==> src/rtl/arashi_rd_collector_if.sv <==
// rtl/arashi_rd_collector_if.sv - merged read-data output stream (valid/ready, data, thread id)
interface arashi_rd_collector_if #(
  parameter int DATA_WIDTH       = 32,
  parameter int THREAD_NUM_WIDTH = 2
);
  logic                        m_valid;
  logic                        m_ready;
  logic [DATA_WIDTH-1:0]       m_data;
  logic [THREAD_NUM_WIDTH-1:0] m_tid;

  modport master (output m_valid, output m_data, output m_tid, input m_ready);
  modport slave  (input m_valid, input m_data, input m_tid, output m_ready);
endinterface

==> src/rtl/arashi_rd_collector.sv <==
// rtl/arashi_rd_collector.sv - per-thread read FIFOs merged round-robin into one tagged stream
// Optional same-cycle bypass into the output register when ARASHI_RDC_BYPASS_EN is defined.
module arashi_rd_collector #(
  parameter int DATA_WIDTH       = 32,
  parameter int THREAD_NUM_WIDTH = 2,
  parameter int DEPTH_WIDTH      = 2
) (
  input  logic                                          clk,
  input  logic                                          rstn,
  input  logic [(1<<THREAD_NUM_WIDTH)-1:0]              r_ready,
  input  logic [DATA_WIDTH*(1<<THREAD_NUM_WIDTH)-1:0]   data_in,
  arashi_rd_collector_if.master                         m_if,
  output logic [(1<<THREAD_NUM_WIDTH)-1:0]              full,
  output logic [(1<<THREAD_NUM_WIDTH)-1:0]              overflow
);
  localparam int TN    = 1 << THREAD_NUM_WIDTH;
  localparam int DEPTH = 1 << DEPTH_WIDTH;
  localparam logic [DEPTH_WIDTH:0] DEPTH_CNT = (DEPTH_WIDTH+1)'(DEPTH);

  typedef logic [THREAD_NUM_WIDTH-1:0] tid_t;

  if (THREAD_NUM_WIDTH < 2 || THREAD_NUM_WIDTH > 4) begin : g_bad_tnw
    $error("THREAD_NUM_WIDTH out of range 2..4");
  end
  if (DEPTH_WIDTH < 1 || DEPTH_WIDTH > 4) begin : g_bad_dw
    $error("DEPTH_WIDTH out of range 1..4");
  end

  logic [DATA_WIDTH-1:0]  mem    [TN][DEPTH];
  logic [DEPTH_WIDTH-1:0] wr_ptr [TN];
  logic [DEPTH_WIDTH-1:0] rd_ptr [TN];
  logic [DEPTH_WIDTH:0]   count  [TN];
  logic [DEPTH_WIDTH:0]   count_next [TN];
  tid_t                   rr_ptr;

  logic [TN-1:0] nonempty, req, pop, push, drop, bypass_sel;
  logic          any_nonempty, free, grant, bypass;
  tid_t          winner;

  always_comb begin
    free = !m_if.m_valid || m_if.m_ready;
    for (int i = 0; i < TN; i++) nonempty[i] = (count[i] != '0);
    any_nonempty = |nonempty;
`ifdef ARASHI_RDC_BYPASS_EN
    // With every FIFO empty the arbiter picks among the incoming strobes instead.
    req    = any_nonempty ? nonempty : r_ready;
    bypass = free && !any_nonempty && (|r_ready);
`else
    req    = nonempty;
    bypass = 1'b0;
`endif
  end

  // Walk from farthest to nearest so the first requester after rr_ptr wins.
  always_comb begin
    winner = '0;
    for (int k = TN; k >= 1; k--) begin
      if (req[rr_ptr + tid_t'(k)]) winner = rr_ptr + tid_t'(k);
    end
  end

  always_comb begin
    grant = free && any_nonempty;
    for (int i = 0; i < TN; i++) begin
      pop[i]        = grant && (winner == tid_t'(i));
      bypass_sel[i] = bypass && (winner == tid_t'(i));
      push[i]       = r_ready[i] && !bypass_sel[i] && ((count[i] < DEPTH_CNT) || pop[i]);
      drop[i]       = r_ready[i] && !bypass_sel[i] && !((count[i] < DEPTH_CNT) || pop[i]);
      count_next[i] = count[i] + (DEPTH_WIDTH+1)'(push[i]) - (DEPTH_WIDTH+1)'(pop[i]);
    end
  end

  always_ff @(posedge clk) begin
    for (int i = 0; i < TN; i++) begin
      if (push[i]) mem[i][wr_ptr[i]] <= data_in[i*DATA_WIDTH +: DATA_WIDTH];
    end
  end

  always_ff @(posedge clk) begin
    if (rstn) begin
      for (int i = 0; i < TN; i++) begin
        wr_ptr[i] <= '0;
        rd_ptr[i] <= '0;
        count[i]  <= '0;
      end
      full          <= '0;
      overflow      <= '0;
      rr_ptr        <= tid_t'(TN - 1);
      m_if.m_valid  <= 1'b0;
      m_if.m_data   <= '0;
      m_if.m_tid    <= '0;
    end else begin
      for (int i = 0; i < TN; i++) begin
        if (push[i]) wr_ptr[i] <= wr_ptr[i] + 1'b1;
        if (pop[i])  rd_ptr[i] <= rd_ptr[i] + 1'b1;
        if (drop[i]) overflow[i] <= 1'b1;
        count[i] <= count_next[i];
        full[i]  <= (count_next[i] == DEPTH_CNT);
      end
      if (free) begin
        if (grant) begin
          m_if.m_valid <= 1'b1;
          m_if.m_data  <= mem[winner][rd_ptr[winner]];
          m_if.m_tid   <= winner;
          rr_ptr       <= winner;
        end else if (bypass) begin
          m_if.m_valid <= 1'b1;
          m_if.m_data  <= data_in[int'(winner)*DATA_WIDTH +: DATA_WIDTH];
          m_if.m_tid   <= winner;
          rr_ptr       <= winner;
        end else begin
          m_if.m_valid <= 1'b0;
        end
      end
    end
  end
endmodule

==> src/flat_wrapper.sv <==
// flat-port wrapper written by rule: the top's interface ports become plain ports
module arashi_rd_collector_flat 
#(
  parameter int DATA_WIDTH       = 32,
  parameter int THREAD_NUM_WIDTH = 2,
  parameter int DEPTH_WIDTH      = 2
)
  (clk, rstn, r_ready, data_in, full, overflow, m_if_m_valid, m_if_m_data, m_if_m_tid, m_if_m_ready);
  arashi_rd_collector_if #(.DATA_WIDTH(DATA_WIDTH), .THREAD_NUM_WIDTH(THREAD_NUM_WIDTH)) m_if_i ();
  input  logic clk;
  input  logic rstn;
  input  logic [(1<<THREAD_NUM_WIDTH)-1:0] r_ready;
  input  logic [DATA_WIDTH*(1<<THREAD_NUM_WIDTH)-1:0] data_in;
  output logic [(1<<THREAD_NUM_WIDTH)-1:0] full;
  output logic [(1<<THREAD_NUM_WIDTH)-1:0] overflow;
  output wire logic [$bits(m_if_i.m_valid)-1:0] m_if_m_valid;
  output wire logic [$bits(m_if_i.m_data)-1:0] m_if_m_data;
  output wire logic [$bits(m_if_i.m_tid)-1:0] m_if_m_tid;
  input wire logic [$bits(m_if_i.m_ready)-1:0] m_if_m_ready;
  assign m_if_m_valid = m_if_i.m_valid;
  assign m_if_m_data = m_if_i.m_data;
  assign m_if_m_tid = m_if_i.m_tid;
  assign m_if_i.m_ready = m_if_m_ready;
  arashi_rd_collector #(.DATA_WIDTH(DATA_WIDTH), .THREAD_NUM_WIDTH(THREAD_NUM_WIDTH), .DEPTH_WIDTH(DEPTH_WIDTH)) u_core (.clk(clk), .rstn(rstn), .r_ready(r_ready), .data_in(data_in), .m_if(m_if_i), .full(full), .overflow(overflow));
endmodule
==> config.mk <==
export PLATFORM = sky130hd
export DESIGN_NAME = arashi_rd_collector_flat
export DESIGN_NICKNAME = d
export VERILOG_FILES = /design/src/rtl/arashi_rd_collector_if.sv /design/src/rtl/arashi_rd_collector.sv /design/src/flat_wrapper.sv
export SDC_FILE = /design/constraint.sdc
export NUM_CORES = 1
export LEC_CHECK = 0
export CORE_ASPECT_RATIO = 0.8
export CORE_MARGIN = 2
export CORE_UTILIZATION = 40
export CTS_BUF_LIST = sky130_fd_sc_hd__clkbuf_4 sky130_fd_sc_hd__clkbuf_8 sky130_fd_sc_hd__clkbuf_16
export DETAILED_ROUTE_END_ITERATION = 10
export HOLD_SLACK_MARGIN = 0.15
export SYNTH_ARGS = -nofsm -noshare
export SYNTH_HDL_FRONTEND = slang
export SYNTH_SLANG_ARGS = --single-unit
==> constraint.sdc <==
create_clock -name clk -period 3.3 [get_ports clk]
set_clock_uncertainty 0.2 [all_clocks]
set_input_delay 0.66 -clock clk [delete_from_list [all_inputs] [get_ports clk]]
set_output_delay 0.66 -clock clk [all_outputs]
set_load 0.05 [all_outputs]
Yosys cells after proc, flatten, opt, wreduce, memory -nomap -nowiden. Memories as Yosys holds them, arrays and structs flattened. Cells that the tools add are included.

Register bits: 45. RAM bits: 540. Input port bits: 135. Output and inout port bits: 43. Word-level logic and storage cells: 174. Memories: 4.

Memories: u_core.mem (words 4, width 128, read ports 1, clocked after memory_dff 0, write ports 4, line arashi_rd_collector.sv:29) `logic [DATA_WIDTH-1:0] mem [TN][DEPTH];`; u_core.count (words 4, width 3, read ports 4, clocked after memory_dff 0, write ports 4, line arashi_rd_collector.sv:32) `logic [DEPTH_WIDTH:0] count [TN];`; u_core.rd_ptr (words 4, width 2, read ports 5, clocked after memory_dff 0, write ports 4, line arashi_rd_collector.sv:31) `logic [DEPTH_WIDTH-1:0] rd_ptr [TN];`; u_core.wr_ptr (words 4, width 2, read ports 4, clocked after memory_dff 0, write ports 4, line arashi_rd_collector.sv:30) `logic [DEPTH_WIDTH-1:0] wr_ptr [TN];`.

Add/sub/neg operators: 19. Order comparisons: 17. Equal/unequal tests: 7. Mux-type cells: 67. Bitwise operators: 17. Reduce and logical (&&, ||, !) cells: 34.

Operators by type and width (number): 128-bit two-way mux (4); 32-bit demux with 2-bit select (4); 32-bit two-way mux (6); 32-bit binary-select mux with 2-bit select (1); 1-bit two-way mux (32); 2-bit two-way mux (12); 2-bit by 1-bit adder with 2-bit output, second input constant (9); 1-bit logical AND (17); 3-bit greater-or-equal comparator, second input constant (5); 2-bit NOT with 3-bit output (5); 3-bit by 1-bit adder with 3-bit output (4); 3-bit == test, second input constant (4); 2-bit by 3-bit less-than comparator with 1-bit output, second input constant (4); 3-bit by 1-bit less-than comparator with 1-bit output, second input constant (4); 3-bit less-than comparator, second input constant (4); 3-bit two-way mux (4); 1-bit OR (12); 3-bit nonzero test (4); 3-bit by 1-bit subtractor with 3-bit output (4); 1-bit binary-select mux with 2-bit select (4); 1-bit logical NOT (5); 1-bit logical OR (5); 2-bit adder, second input constant (2); 2-bit == test, second input constant (2); 4 further kinds (4).

Longest topological paths before layout. An unclocked memory read counts as a cell.

Word-level depth: 16. Gate-level depth with buffers: 15.

Least setup slack after synthesis. OpenSTA, ideal clock, no wires.

Kind: flip-flop to flip-flop. From: memory u_core.count[0][2] (netlist bit). To: memory u_core.mem[1][0] (netlist bit), enable pin. Arrival time: 2.769 ns. Data required time: 2.708 ns. Setup slack: -0.061 ns. Stages on the path, launching flop included: 9. Period minus slack after synthesis: 3.361 ns. Cells stage by stage: dfxtp_1 -> or3_4 -> o22ai_2 -> mux2_4 -> nor2_2 -> or3_1 -> buf_2 -> a21boi_2 -> and2_1.

RTL lines (line): from (decl) (arashi_rd_collector.sv:32); to (decl) (arashi_rd_collector.sv:29).

==> results by group <==
Status
  – Status: completed

Worst setup path
  – Crit path max fanout: 4
  – CP most frequent cell: or3_4
  – Crit path DAT: 3.61 ns
  – Slowest cell on crit path: or3_4
  – Crit path largest cell delay: 0.41 ns
  – Critical Path RT: 3.62 ns
  – Cell family with the largest share of critical-path delay: simple AND/OR/NAND/NOR gates
  – Crit path buffers/inverters: 2
  – Worst Setup Start Kind: flop
  – Critical path class: flop to flop
  – CP Capture Type: flop
  – Cell-by-cell trace of the critical path: or3_4, o22ai_4, mux2_4, nor2_4, or3_4, buf_6, a21boi_2, ha_2, inv_2, fa_2, xor2_2, xnor2_2, nor4b_2

Detailed routing
  – First-iteration detailed-routing DRC count: 2065
  – Avg Vias per Cell: 6.02
  – 1st-pass router iterations: 6
  – WL final: 76100 µm
  – DRC viols: 0
  – DR WL/cell: 28.2 µm
  – Vias: 16300
  – Post-DRT Antenna Nets: 0

CTS
  – CTS root buffer: clkbuf_16
  – Worst-path clk slew: 0.06 ns
  – Sink Count: 585
  – CTS Buffer Depth: 3
  – H-Tree Level Count: 2
  – Hold buffers post-CTS: 0
  – Later-pin clock latency in the skew report: 0.63 ns
  – CTS tree: built
  – CTS Buf Count: 56

GRT
  – First-pass GRT wire length: 109000 µm
  – Met1 GRT Util: 33.9%
  – GR Util All Layers: 23.9%
  – GRT Max-Usage Layer: met2
  – Number of global-route vias before repair: 16000
  – Overflow after GRT: 0
  – Met3 Usage GRT: 5.23%
  – Largest net degree at the start of global routing: 97
  – GR Util met2: 37.4%
  – Initial antenna violation count: 6

STA
  – Achievable clock frequency: 304 MHz
  – Hold Vio Cnt, Final: 0
  – Fin. max-slew vios: 0
  – RSZ-0062 raised after global routing: true
  – Max-slew headroom: 48.5%
  – Tightest Pin Transition: 0.772 ns
  – Final period util: 99.8%
  – Fin worst setup slack: 0.00534 ns
  – Crit path time final: 3.29 ns
  – Setup Viol. Count Final: 0

Yosys
  – Synth Flop Type: edfxtp_1
  – Syn_area_per_cell: 14.5 µm²
  – #FFs+latches synth: 585
  – Asr flop ratio synth: 0%
  – Post-synth EDFFs: 528
  – Post-Syn Nets: 1827
  – Post-Synthesis Cells: 1664
  – Yosys warnings: 0
  – Sequential-to-total area share from yosys stat: 70.3%
  – Synthesized cell area: 24200 µm²
  – Yosys cell types: 56

Flow run
  – Maxcap violations: 0

Floorplan
  – Standard-cell rows: 80
  – Total Die Area: 62400 µm²
  – Starting Density: 40.5%
  – Die X: 279 µm
  – Die Ht: 224 µm
  – I/O pin count: 178
  – Core region area: 59700 µm²

Layout
  – Final nets: 2037
  – Layout cell share with drive strength beyond 1: 15.8%
  – Final Util: 50.0%
  – FILL cells: 5078
  – Layout Cells excl Fill: 2702
  – Area Overhead vs Synth: 23.5%
  – Commonest non-fill, non-tap cell in the layout: edfxtp_1
  – Commonest non-fill, non-tap cells in the layout: 528 x edfxtp_1, 177 x clkdlybuf4s50_1, 167 x nand2_1

Placed design
  – Pre-CTS WS: -0.315 ns
  – GPL Wtd Cong: 0.806
  – Hpwl dp: 44000 µm
  – Placed Cells: 2582
  – IO buf count: 177

Power
  – Clock share of power: 18.6%
  – Pwr per Cell Area: 1180 nW/µm²
  – Cell Int Power: 20.1 mW
  – Logic pwr share: 53.9%
  – Worst VDD drop: 1.07 mV
  – Lkg Pwr: 10.7 nW
  – Switching part of the total: 43.0%
  – Total power: 35.2 mW
  – Part of the power in registers: 27.5%
  – Psw: 15.1 mW

Worst hold path
  – Worst min-delay path category: flop to flop
-- worst paths after layout --
check / from / endpoint / slack (ns) / cells after the start
hold / removal: u_core.overflow[2] / u_core.overflow[2] / 0.28 / 2
setup reg to reg: u_core.count[0][2] / u_core.full[1] / 0.005 / 13
setup / recovery: u_core.count[0][2] / u_core.full[1] / 0.005 / 13
hold reg to reg: u_core.overflow[2] / u_core.overflow[2] / 0.28 / 2
-- synth_stat cells, types with 2 or more instances --
cell type,instances,area (µm²)
clkbuf_1,110,413
xor2_1,2,17.5
nor3b_1,3,22.5
edfxtp_1,528,15900
nor2_2,2,12.5
a31oi_1,68,425
and2_1,12,75.1
buf_2,24,120
nor2_1,15,56.3
o211ai_1,32,240
a21oi_1,3,15.0
buf_6,12,135
nor3_1,12,60.1
mux2i_1,64,641
o22ai_2,2,25.0
o21ai_0,2,10.0
and3b_1,3,26.3
fa_1,4,80.1
or3_4,2,22.5
nand3_1,2,10.0
inv_1,27,101
a2111oi_0,32,280
a221oi_1,160,1400
o21bai_1,33,248
xnor2_1,10,87.6
a221oi_2,2,30.0
o21ai_1,2,10.0
or3_1,3,18.8
buf_4,3,22.5
and3_1,167,1040
nor2b_1,6,37.5
nor4b_1,2,17.5
nand2b_1,6,37.5
a21boi_2,3,33.8
ha_1,24,300
or2_2,4,25.0
nand2_1,169,634
nor3_4,2,32.5
nor4_1,34,213
dfxtp_1,57,1140
-- sequential cells by signal, indices dropped and copies added (netlist names), 4 cells and up --
register            flops
u_core.rd_ptr           8
u_core.mem            512
u_core.count           12
u_core.m_if.m_data     32
u_core.full             4
u_core.overflow         4
u_core.wr_ptr           8
-- stage by stage --
| stage | hold WS (ns) | TNS, ns | instance area, µm² |
|---|---|---|---|
| final | 0.284 | 0 | 29900 |
| after floorplan | 0.350 | -0.00353 | 24200 |
| after CTS | 0.291 | 0 | 29600 |
| after detailed placement | 0.273 | -1.64 | 27700 |
| after global placement | 0.264 | -0.966 | 27700 |
| after global routing | 0.311 | -0.230 | 29800 |
-- cell type report --
class	count	area (µm²)	area share [%]
Antenna cell	2	5.00	0.0168
Clock buffer	82	1650	5.54
Clock inverter	23	244	0.817
Inverter	27	101	0.339
Multi-Input combinational cell	903	6620	22.2
Sequential cell	585	17000	57.0
Tap cell	779	975	3.27
Timing Repair Buffer	301	3250	10.9
-- metal layers --
layer | share of wire, % | wire length [µm]
met2 | 46 | 35100
met1 | 42 | 32100
met5 | 0.047 | 36
met4 | 2.2 | 1690
met3 | 9.5 | 7240
-- logic make-up after synthesis --
kind of cell    Yosys count  synth area share (%)
flops                   585                  70.3
simple gates            450                  9.99
compound gates          347                  11.6
buf+inv                 176                  3.28
mux                      66                  2.81
fa+ha+maj                28                  1.57
xor+xnor                 12                 0.435
-- timing repair --
| action | 4_1_cts | 5_1_grt |
|---|---|---|
| buffers inserted | 0 | 13 |
| endpoints found under the setup margin | 3 | 24 |
| hold endpoints to repair | 0 | 0 |
| resized for setup | 5 | 34 |
| pin swaps | 1 | 18 |
-- power groups by stage --
stage / logic [mW] / registers [mW] / clock network, mW
6_report: 19.0 / 9.69 / 6.56
2_1_floorplan: 11.3 / 10.3 / 0
3_3_place_gp: 18.0 / 9.79 / 0
4_1_cts: 18.4 / 9.67 / 6.66
3_5_place_dp: 18.3 / 9.82 / 0
5_1_grt: 20.1 / 9.77 / 6.93
-- worst register-to-register path, cell delays in order (launching register included) --
cell	delay, ns
dfxtp_1	0.34
or3_4	0.41
o22ai_4	0.14
mux2_4	0.23
nor2_4	0.04
or3_4	0.36
buf_6	0.14
a21boi_2	0.15
ha_2	0.20
inv_2	0.04
fa_2	0.36
xor2_2	0.17
xnor2_2	0.16
nor4b_2	0.27
Power figures use the tool's default switching activity.
